**src/rtl/rv32_isa_pkg.sv**
```systemverilog
// Shared RV32I constants: instruction classes, opcodes, the canonical NOP and
// encoder error codes. Decode imports the same package so both sides agree.
package rv32_isa_pkg;

  typedef enum logic [3:0] {
    CLS_LUI    = 4'd0,
    CLS_AUIPC  = 4'd1,
    CLS_BRANCH = 4'd2,
    CLS_JALR   = 4'd3,
    CLS_JAL    = 4'd4,
    CLS_LOAD   = 4'd5,
    CLS_STORE  = 4'd6,
    CLS_OPIMM  = 4'd7,
    CLS_OP     = 4'd8
  } op_class_e;

  localparam logic [6:0] OPC_LUI    = 7'b0110111;
  localparam logic [6:0] OPC_AUIPC  = 7'b0010111;
  localparam logic [6:0] OPC_BRANCH = 7'b1100011;
  localparam logic [6:0] OPC_JALR   = 7'b1100111;
  localparam logic [6:0] OPC_JAL    = 7'b1101111;
  localparam logic [6:0] OPC_LOAD   = 7'b0000011;
  localparam logic [6:0] OPC_STORE  = 7'b0100011;
  localparam logic [6:0] OPC_OPIMM  = 7'b0010011;
  localparam logic [6:0] OPC_OP     = 7'b0110011;

  // ADDI x0,x0,0; substituted for any word that cannot be encoded.
  localparam logic [31:0] NOP_WORD = 32'h0000_0013;

  localparam logic [1:0] ERR_NONE  = 2'd0;
  localparam logic [1:0] ERR_RANGE = 2'd1;
  localparam logic [1:0] ERR_ALIGN = 2'd2;
  localparam logic [1:0] ERR_CLASS = 2'd3;

  function automatic logic [6:0] opcode_of(input logic [3:0] cls);
    case (op_class_e'(cls))
      CLS_LUI:    opcode_of = OPC_LUI;
      CLS_AUIPC:  opcode_of = OPC_AUIPC;
      CLS_BRANCH: opcode_of = OPC_BRANCH;
      CLS_JALR:   opcode_of = OPC_JALR;
      CLS_JAL:    opcode_of = OPC_JAL;
      CLS_LOAD:   opcode_of = OPC_LOAD;
      CLS_STORE:  opcode_of = OPC_STORE;
      CLS_OPIMM:  opcode_of = OPC_OPIMM;
      CLS_OP:     opcode_of = OPC_OP;
      default:    opcode_of = OPC_OPIMM;
    endcase
  endfunction

endpackage

```
**src/rtl/imm_pack.sv**
```systemverilog
// Places the immediate into its instruction-word bit positions for each class
// and flags range, alignment and illegal-class errors. Purely combinational.
module imm_pack
  import rv32_isa_pkg::*;
(
  input  logic [3:0]  op_class,
  input  logic [2:0]  func3,
  input  logic        alt,
  input  logic [31:0] imm,
  output logic [31:0] imm_bits,
  output logic [1:0]  err_code
);

  logic fits12;
  logic fits13;
  logic fits21;
  logic is_shift;

  assign fits12   = (imm[31:11] == {21{imm[11]}});
  assign fits13   = (imm[31:12] == {20{imm[12]}});
  assign fits21   = (imm[31:20] == {12{imm[20]}});
  assign is_shift = (func3 == 3'b001) || (func3 == 3'b101);

  // Alignment is tested before range so a misaligned branch/jump reports code 2.
  always_comb begin
    imm_bits = '0;
    err_code = ERR_NONE;
    case (op_class_e'(op_class))
      CLS_LUI, CLS_AUIPC: begin
        imm_bits = {imm[31:12], 12'b0};
        if (imm[11:0] != 12'd0) err_code = ERR_RANGE;
      end
      CLS_JAL: begin
        imm_bits = {imm[20], imm[10:1], imm[11], imm[19:12], 12'b0};
        if (imm[0])       err_code = ERR_ALIGN;
        else if (!fits21) err_code = ERR_RANGE;
      end
      CLS_BRANCH: begin
        imm_bits = {imm[12], imm[10:5], 13'b0, imm[4:1], imm[11], 7'b0};
        if (imm[0])       err_code = ERR_ALIGN;
        else if (!fits13) err_code = ERR_RANGE;
      end
      CLS_STORE: begin
        imm_bits = {imm[11:5], 13'b0, imm[4:0], 7'b0};
        if (!fits12) err_code = ERR_RANGE;
      end
      CLS_JALR, CLS_LOAD: begin
        imm_bits = {imm[11:0], 20'b0};
        if (!fits12) err_code = ERR_RANGE;
      end
      CLS_OPIMM: begin
        if (is_shift) begin
          imm_bits = {1'b0, alt, 5'b0, imm[4:0], 20'b0};
          if (imm[31:5] != 27'd0) err_code = ERR_RANGE;
        end else begin
          imm_bits = {imm[11:0], 20'b0};
          if (!fits12) err_code = ERR_RANGE;
        end
      end
      CLS_OP: imm_bits = '0;
      default: err_code = ERR_CLASS;
    endcase
  end

endmodule

```
**src/rtl/instr_encoder.sv**
```systemverilog
// RV32I instruction encoder with one output register stage, valid/ready
// handshake on both sides, a byte-address counter and a sticky error flag.
module instr_encoder
  import rv32_isa_pkg::*;
#(
  parameter int ADDR_W = 12
) (
  input  logic              clk,
  input  logic              rst,
  input  logic              in_valid,
  output logic              in_ready,
  input  logic [3:0]        op_class,
  input  logic [2:0]        func3,
  input  logic              alt,
  input  logic [4:0]        rd,
  input  logic [4:0]        rs1,
  input  logic [4:0]        rs2,
  input  logic [31:0]       imm,
  input  logic              addr_load,
  input  logic [ADDR_W-1:0] addr_in,
  output logic              out_valid,
  input  logic              out_ready,
  output logic [31:0]       out_word,
  output logic [ADDR_W-1:0] out_addr,
  output logic              err,
  output logic [1:0]        err_code
);

  logic [31:0]       imm_bits;
  logic [1:0]        imm_err;
  logic [31:0]       enc_word;
  logic [6:0]        opc;
  logic [ADDR_W-1:0] addr_cnt;
  logic [ADDR_W-1:0] addr_base;
  logic              accept;

  imm_pack u_imm_pack (
    .op_class (op_class),
    .func3    (func3),
    .alt      (alt),
    .imm      (imm),
    .imm_bits (imm_bits),
    .err_code (imm_err)
  );

  assign in_ready  = !out_valid || out_ready;
  assign accept    = in_valid && in_ready;
  assign addr_base = addr_load ? addr_in : addr_cnt;
  assign opc       = opcode_of(op_class);

  always_comb begin
    enc_word = NOP_WORD;
    case (op_class_e'(op_class))
      CLS_LUI, CLS_AUIPC, CLS_JAL:
        enc_word = {imm_bits[31:12], rd, opc};
      CLS_JALR, CLS_LOAD, CLS_OPIMM:
        enc_word = {imm_bits[31:20], rs1, func3, rd, opc};
      CLS_BRANCH, CLS_STORE:
        enc_word = imm_bits | {7'b0, rs2, rs1, func3, 5'b0, opc};
      CLS_OP:
        enc_word = {1'b0, alt, 5'b0, rs2, rs1, func3, rd, opc};
      default:
        enc_word = NOP_WORD;
    endcase
    if (imm_err != ERR_NONE) enc_word = NOP_WORD;
  end

  // A held word blocks acceptance, so out_* only change on accept or drain.
  always_ff @(posedge clk or posedge rst) begin
    if (rst) begin
      out_valid <= 1'b0;
      out_word  <= '0;
      out_addr  <= '0;
      addr_cnt  <= '0;
      err       <= 1'b0;
      err_code  <= ERR_NONE;
    end else begin
      if (accept) begin
        out_valid <= 1'b1;
        out_word  <= enc_word;
        out_addr  <= addr_base;
        addr_cnt  <= addr_base + ADDR_W'(4);
        if (imm_err != ERR_NONE) begin
          err <= 1'b1;
          if (!err) err_code <= imm_err;
        end
      end else begin
        if (out_ready) out_valid <= 1'b0;
        if (addr_load) addr_cnt <= addr_in;
      end
    end
  end

endmodule
```
**config.mk**
```make
export PLATFORM = sky130hd
export DESIGN_NAME = instr_encoder
export DESIGN_NICKNAME = d
export VERILOG_FILES = /design/src/rtl/rv32_isa_pkg.sv /design/src/rtl/imm_pack.sv /design/src/rtl/instr_encoder.sv
export SDC_FILE = /design/constraint.sdc
export NUM_CORES = 1
export LEC_CHECK = 0
export CORE_ASPECT_RATIO = 0.7
export CORE_UTILIZATION = 24
export CTS_CLUSTER_DIAMETER = 120
export DETAILED_ROUTE_END_ITERATION = 8
export GPL_TIMING_DRIVEN = 0
export PLACE_DENSITY_LB_ADDON = 0.05
export SYNTH_ARGS = -nofsm -noshare
export SYNTH_HDL_FRONTEND = slang
export SYNTH_SLANG_ARGS = --single-unit
```
**constraint.sdc**
```tcl
create_clock -name clk -period 2.5 [get_ports clk]
set_clock_uncertainty 0.05 [all_clocks]
set_input_delay 0.375 -clock clk [delete_from_list [all_inputs] [get_ports clk]]
set_output_delay 0.375 -clock clk [all_outputs]
set_load 0.05 [all_outputs]
```
==> impl_results.md, run 1 <==
* # setup viols final at 0
* PwrDens at about 620 mW/mm2
* Netlist cell types at between 40 and 50
* Net Sw Frac at 0.317
* Initial Util at 0.250
* Worst skew pair latency at 0.32 ns
* I/O pins at 121
* Die area at between 0.01 and 0.015 mm2
* Max VDD drop at between 0.3 and 0.4 mV
* Clock-pin slew on the worst setup and hold paths at approximately 0.05 ns
* CTS Buffer Depth at 2
* Layout area overhead at 53.4%
* Worst Path Required at between 2 and 3 ns
* Layout Cell Area excl Fill at about 0.0051 mm2
* Vias per inst at between 4 and 5
* Vias in the first global route at 3,291
* Placed cell count at ~660
* Via Count at approximately 3.3k
* Initial antenna violation count at 0
* Filler instances at approximately 1.4k
* Area leader, netlist: dfrtp_1
* TritonCTS clock tree: built
* FP Rows at 35
* Logic gate share of total power at 0.282
* Layout cell share with drive strength beyond 1 at 0.102
* Period utilization at 0.956
* Top-count cell post-synth: dfrtp_1
* Warnings, synthesis at 0
* Synth top area share at 0.440
* Routability-driven placement congestion ratio at ~0.85
* Routed len/inst at around 18 um
* N_diodes at 0
* Hold slack at between 0.3 and 0.4 ns
* Synth Flop Type: dfrtp_1
* Crit Path Max Fanout at 10
* Min-delay worst type: in -> async
* Cts bufs inserted at 9
* Fin crit period at between 2 and 2.5 ns
* Antenna viol nets, final at 0
* Final Hold Viols at 0
* Seq cells post-synth at about 60
* Status: completed
* Total grt overflow at 0
* Gr usage total at 0.173
* FFs w/ async S/R, synth at 1.00
* Synthesized cell area at 0.00335 mm2
* Synth top cells by count: dfrtp_1, nand2_1, o21ai_0
* Slew HR at 0.475
* Reg-to-reg slack, setup at approximately 0.48 ns
* Leak pwr at 2.04 nW
* Hold buffer count at CTS at 0
* Worst Tran Pin Value at slightly below 0.8 ns
* DP HPWL at between 9000 and 10,000 um
* Final Util at 0.384
* Port-buffer cells at roughly 120
* Reg2reg start: out_valid
* Sequential area share after synthesis at 0.440
* Worst setup margin at between 0.1 and 0.15 ns
* Multi-input logic area at ~0.0017 mm2
* Clock power frac at 0.374
* Pre-CTS setup slack at -0.632 ns
* Final Max Slew Viols at 0
* Critical Path Start Type: primary input
* Mean post-synth cell area at between 9 and 10 um2
* Largest net degree at the start of global routing at 39
* FMAX at approximately 420 MHz
* Drc violations at 0
* Root Buffer: clkbuf_16
* Total Nets Final at roughly 560
* Area post-placement at roughly 0.0048 mm2
* Chip width at 143 um
* RR Endpoint: out_word[7]
* Non-filler instance count after layout at a little under 700
* Sequential share of power at 0.344
* Clk sinks at ~60
* NetSw at just over 1 mW
* Die Y at between 100 and 150 um
* Detailed Routing Iterations Pass 1 at 4
* Setup Crit Path Kind: in -> reg
* WL final at 11,900 um
* DR iter-0 viols at 192
* Critical path arrival at around 2.5 ns
* FF+latch area at between 0.001 and 0.0015 mm2
* Max_cap viols at 0
* Global-route wire length before repair at about 18,000 um
* Post-Synthesis Cells at 351
* H-Tree Level Count at 3
* RSZ-0062 raised after global routing: no
* Pint at between 2 and 2.5 mW
* Post-Syn Nets at about 430
* Number of flops mapped to enable cells by yosys at 0
* CP endpoint kind: flip-flop
* Area contributors post-synth: dfrtp_1, a32o_1, nand2_1, o21ai_0, a22oi_1
* Core ar. at approximately 0.013 mm2
* Worst r2r path cells at 7
[flip-flops by register name (all words and copies together) (netlist names)]
name	count
err_code	2
err	1
out_word	31
out_addr	12
addr_cnt	12
out_valid	1
[logic make-up after synthesis]
family / synth area share
AO/OA/AOI/OAI: 0.252
flip-flops: 0.440
XOR/XNOR: 0.0261
buffers and inverters: 0.0496
multiplexers: 0.0466
AND/OR/NAND/NOR: 0.178
adder cells (fa/ha/maj): 0.00746
[worst max-delay path by stage]
stage,startpoint,end,slack (ns),depth (start not counted)
after floorplan,out_valid,out_word[25],0.08,8
after global placement,rst,out_word[27],-0.65,2
after detailed placement,imm[11],out_word[4],-0.63,9
after CTS,imm[5],out_word[4],0.003,9
after global routing,imm[24],out_word[4],0.01,8
final,imm[5],out_word[4],0.11,9
[layer usage]
layer | vias up | global-route usage | routed length [um]
li1 | 1592 | - | -
met1 | 1609 | 0.260 | 6180
met2 | 101 | 0.239 | 4820
met3 | 7 | 0.0523 | 829
met4 | 0 | 0.0360 | 73
met5 | - | 0 | 0
[repair_timing]
item                                    CTS  global route
endpoints found under the setup margin   33            33
pin swaps                                 1             1
setup buffers                             2             0
gates resized for setup                   4            12
[layout make-up]
type / instances / area share
Buffer: 23 / 0.0248
Tap cell: 185 / 0.0450
Clock inverter: 1 / 0.000973
Multi-Input combinational cell: 257 / 0.340
Sequential cell: 59 / 0.287
Timing Repair Buffer: 122 / 0.239
Inverter: 11 / 0.00802
Clock buffer: 15 / 0.0559
[stage by stage]
stage / setup TNS, ns / power [mW]
after floorplan: 0 / 1.62
after global placement: -55.56 / 2.00
after detailed placement: -18.95 / 2.01
after CTS: 0 / 3.22
after global routing: 0 / 3.35
final: 0 / 3.19
[power by group through the flow]
stage	logic, mW	clock network, mW	registers, mW
2_1_floorplan	0.292	0	1.33
3_3_place_gp	0.888	0	1.11
3_5_place_dp	0.895	0	1.11
4_1_cts	0.902	1.22	1.10
5_1_grt	0.969	1.27	1.11
6_report	0.900	1.19	1.10
[placed cells by master (no fill, tap or decap), drive strengths merged, types with 5 or more instances in the layout]
cell	instances
a22oi	17
xnor2	5
mux2	5
nor3	11
a21oi	10
nand2	47
inv	11
nor4	8
nor2	16
nor2b	7
o21ai	32
nand3	9
dfrtp	59
mux2i	10
clkbuf	28
clkdlybuf4s50	117
a32o	29
buf	13
xor2	5
a22o	5
[worst max-delay path: stages]
cell and delay (ns):
clkdlybuf4s50_1 0.46, nor4_4 0.37, nand2_2 0.14, nor4_4 0.27
a21boi_0 0.19, a211oi_4 0.25, buf_4 0.19, buf_6 0.15
a41oi_1 0.11
No activity file was read; power rests on OpenSTA's default activity.
==> inputs of run 2 (changes only) <==
Settings changed: SKIP_LAST_GASP set to 1.
==> run 2 against run 1 <==
Compared with the run above: final area down 0.12%; clock-buffer cell count did not move; first-iteration DRC count shrank 2.1%; global-route usage did not move; largest power group unchanged.
==> impl_results.md, run 2 (synthesis results as in run 1) <==
* Routability-driven placement congestion ratio at 0.849 (unchanged)
* Critical path's top delay family: buffers and inverters
* CTS Buffer Depth at 2 (unchanged)
* Leak pwr at 2.04 nW (about the same)
* Min-delay worst type: in -> async
* Fin crit period at 2.39 ns (+0.00187 ns)
* Hold buffer count at CTS at 0 (unchanged)
* Worst skew pair latency at 0.32 ns (about the same)
* Total grt overflow at 0 (unchanged)
* Chip width at 143 um (unchanged)
* N_diodes at 0 (unchanged)
* Core ar. at 0.0134 mm2 (unchanged)
* Logic gate share of total power at 0.282 (about the same)
* Critical path arrival at 2.52 ns (about the same)
* Die area at 0.0145 mm2 (unchanged)
* Commonest non-fill, non-tap cell in the layout: clkdlybuf4s50_1
* Drc violations at 0 (unchanged)
* Buf+Inv Stages, Crit Path at 3 (unchanged)
* WL final at 11,800 um (-0.49%)
* Setup Crit Path Kind: in -> reg
* FMAX at 418 MHz (about the same)
* Sequential share of power at 0.344 (about the same)
* Root Buffer: clkbuf_16
* Crit Path Max Fanout at 10 (unchanged)
* Antenna viol nets, final at 0 (unchanged)
* Cts bufs inserted at 9 (unchanged)
* Detailed Routing Iterations Pass 1 at 5 (+1)
* Worst Tran Pin Value at 0.786 ns (-0.00178 ns)
* Period utilization at 0.957 (about the same)
* Setup TNS at 0 ns (unchanged)
* Most frequent cells in the layout: clkdlybuf4s50_1, dfrtp_1, nand2_1
* FP Rows at 35 (unchanged)
* Status: completed
* Crit-path max cell delay at 0.46 ns (about the same)
* Pre-CTS setup slack at -0.632 ns (unchanged)
* Vias in the first global route at 3,291 (unchanged)
* DP HPWL at 9320 um (unchanged)
* Clk sinks at 59 (unchanged)
* Die Y at 101 um (unchanged)
* Multi-input logic area at 0.00174 mm2 (-0.36%)
* Layout area overhead at 53.2%
* Routed len/inst at 17.6 um (-0.49%)
* Pint at 2.18 mW (about the same)
* Max reg flops at 31 (unchanged)
* Placed cell count at 656 (unchanged)
* # setup viols final at 0 (unchanged)
* Slowest-stage cell, CP: clkdlybuf4s50_1
* H-Tree Level Count at 3 (unchanged)
* PwrDens at 619 mW/mm2 (about the same)
* Layout cell share with drive strength beyond 1 at 0.100 (-0.00205)
* I/O pins at 121 (unchanged)
* TritonCTS clock tree: built
* Max_cap viols at 0 (unchanged)
* Critical path cell sequence: clkdlybuf4s50_1 > nor4_4 > nand2_2 > nor4_4 > a21boi_0 > a211oi_4 > buf_4 > buf_6 > a41oi_1
* Via Count at 3,307 (-0.060%)
* Filler instances at 1,372 (+0.15%)
* Top Registers: out_word (31), addr_cnt (12), out_addr (12)
* Most Frequent Cell on Critical Path: nor4_4
* RSZ-0062 raised after global routing: yes
* Top reg by flops: out_word
* Net Sw Frac at 0.315 (-0.00114)
* Non-filler instance count after layout at 673 (unchanged)
* FF+latch area at 0.00148 mm2 (unchanged)
* Worst Path Required at 2.63 ns (about the same)
* Gr usage total at 0.173 (unchanged)
* Worst setup margin at 0.108 ns (-0.00187 ns)
* Total Nets Final at 557 (unchanged)
* Critical Path Start Type: primary input
* Final Util at 0.384 (-0.000467)
* CP endpoint kind: flip-flop
* Port-buffer cells at 119 (unchanged)
* Clock-pin slew on the worst setup and hold paths at 0.05 ns (about the same)
* Final Hold Viols at 0 (unchanged)
* NetSw at 1.00 mW (-0.54%)
* DR iter-0 viols at 188 (-2.1%)
* Largest net degree at the start of global routing at 39 (unchanged)
* Vias per inst at 4.91 (about the same)
* Initial Util at 0.250 (unchanged)
* Max VDD drop at 0.333 mV (about the same)
* Final Total Pwr at 3.18 mW (-0.18%)
* Slew HR at 0.476 (+0.00118)
* Initial antenna violation count at 0 (unchanged)
* Global-route wire length before repair at 18,500 um (unchanged)
* Clock power frac at 0.373 (about the same)
* Final Max Slew Viols at 0 (unchanged)
==> run 2: cell count changes in the layout (fill, tap and decap cells not counted) <==
cell    before  now
nor4_1       5    6
nor4_2       1    0
==> run 2: per-stage QoR <==
step / hold slack (ns) / instance area (um2)
2_1_floorplan: 0.418 / 3350
3_3_place_gp: 0.417 / 4780
3_5_place_dp: 0.425 / 4800
4_1_cts: 0.372 / 5110
5_1_grt: 0.417 / 5140
6_report: 0.364 / 5140
==> run 2: cell type report <==
class	instances	area share
Sequential cell	59	0.287
Timing Repair Buffer	122	0.239
Inverter	11	0.00803
Clock inverter	1	0.000974
Clock buffer	15	0.0560
Buffer	23	0.0248
Tap cell	185	0.0450
Multi-Input combinational cell	257	0.339
==> run 2: per-layer routing <==
layer  wire length (um)  global-route usage  share of wire
met5                  0                   0              0
met4                 95              0.0360         0.0080
met3                907              0.0523          0.077
met2               4780               0.239           0.40
met1               6070               0.260           0.51
==> run 2: repair_timing <==
action                                 4_1_cts  5_1_grt
endpoints found under the hold margin        0        0
setup buffers                                2        0
pin swaps                                    1        1
setup endpoints to repair                   33       33
cloned                                       0        0
resized for setup                            4       11
==> run 2: power by group through the flow <==
stage / Sequential (mW) / Clock [mW] / Combinational, mW
after floorplan: 1.33 / 0 / 0.292
after CTS: 1.10 / 1.22 / 0.902
after global placement: 1.11 / 0 / 0.888
after detailed placement: 1.11 / 0 / 0.895
final: 1.10 / 1.19 / 0.898
after global routing: 1.11 / 1.27 / 0.968
==> run 2: worst paths after layout <==
check	cells after the start	start	endpoint	slack [ns]
setup / recovery	9	imm[5]	out_word[4]	0.11
hold / removal	2	rst	out_word[18]	0.36
min in group clk	2	out_addr[8]	out_addr[8]	0.43
setup reg to reg	7	out_valid	out_word[7]	0.48
max in group asynchronous	3	rst	addr_cnt[5]	1.44
hold reg to reg	2	out_addr[8]	out_addr[8]	0.43
==> run 2: worst reg2reg max path, delay by kind of cell (launching register included) <==
| kind | cells | cell delay [ns] |
|---|---|---|
| buf+inv | 3 | 0.56 |
| compound gates | 1 | 0.29 |
| simple gates | 3 | 0.67 |
| flops | 1 | 0.33 |
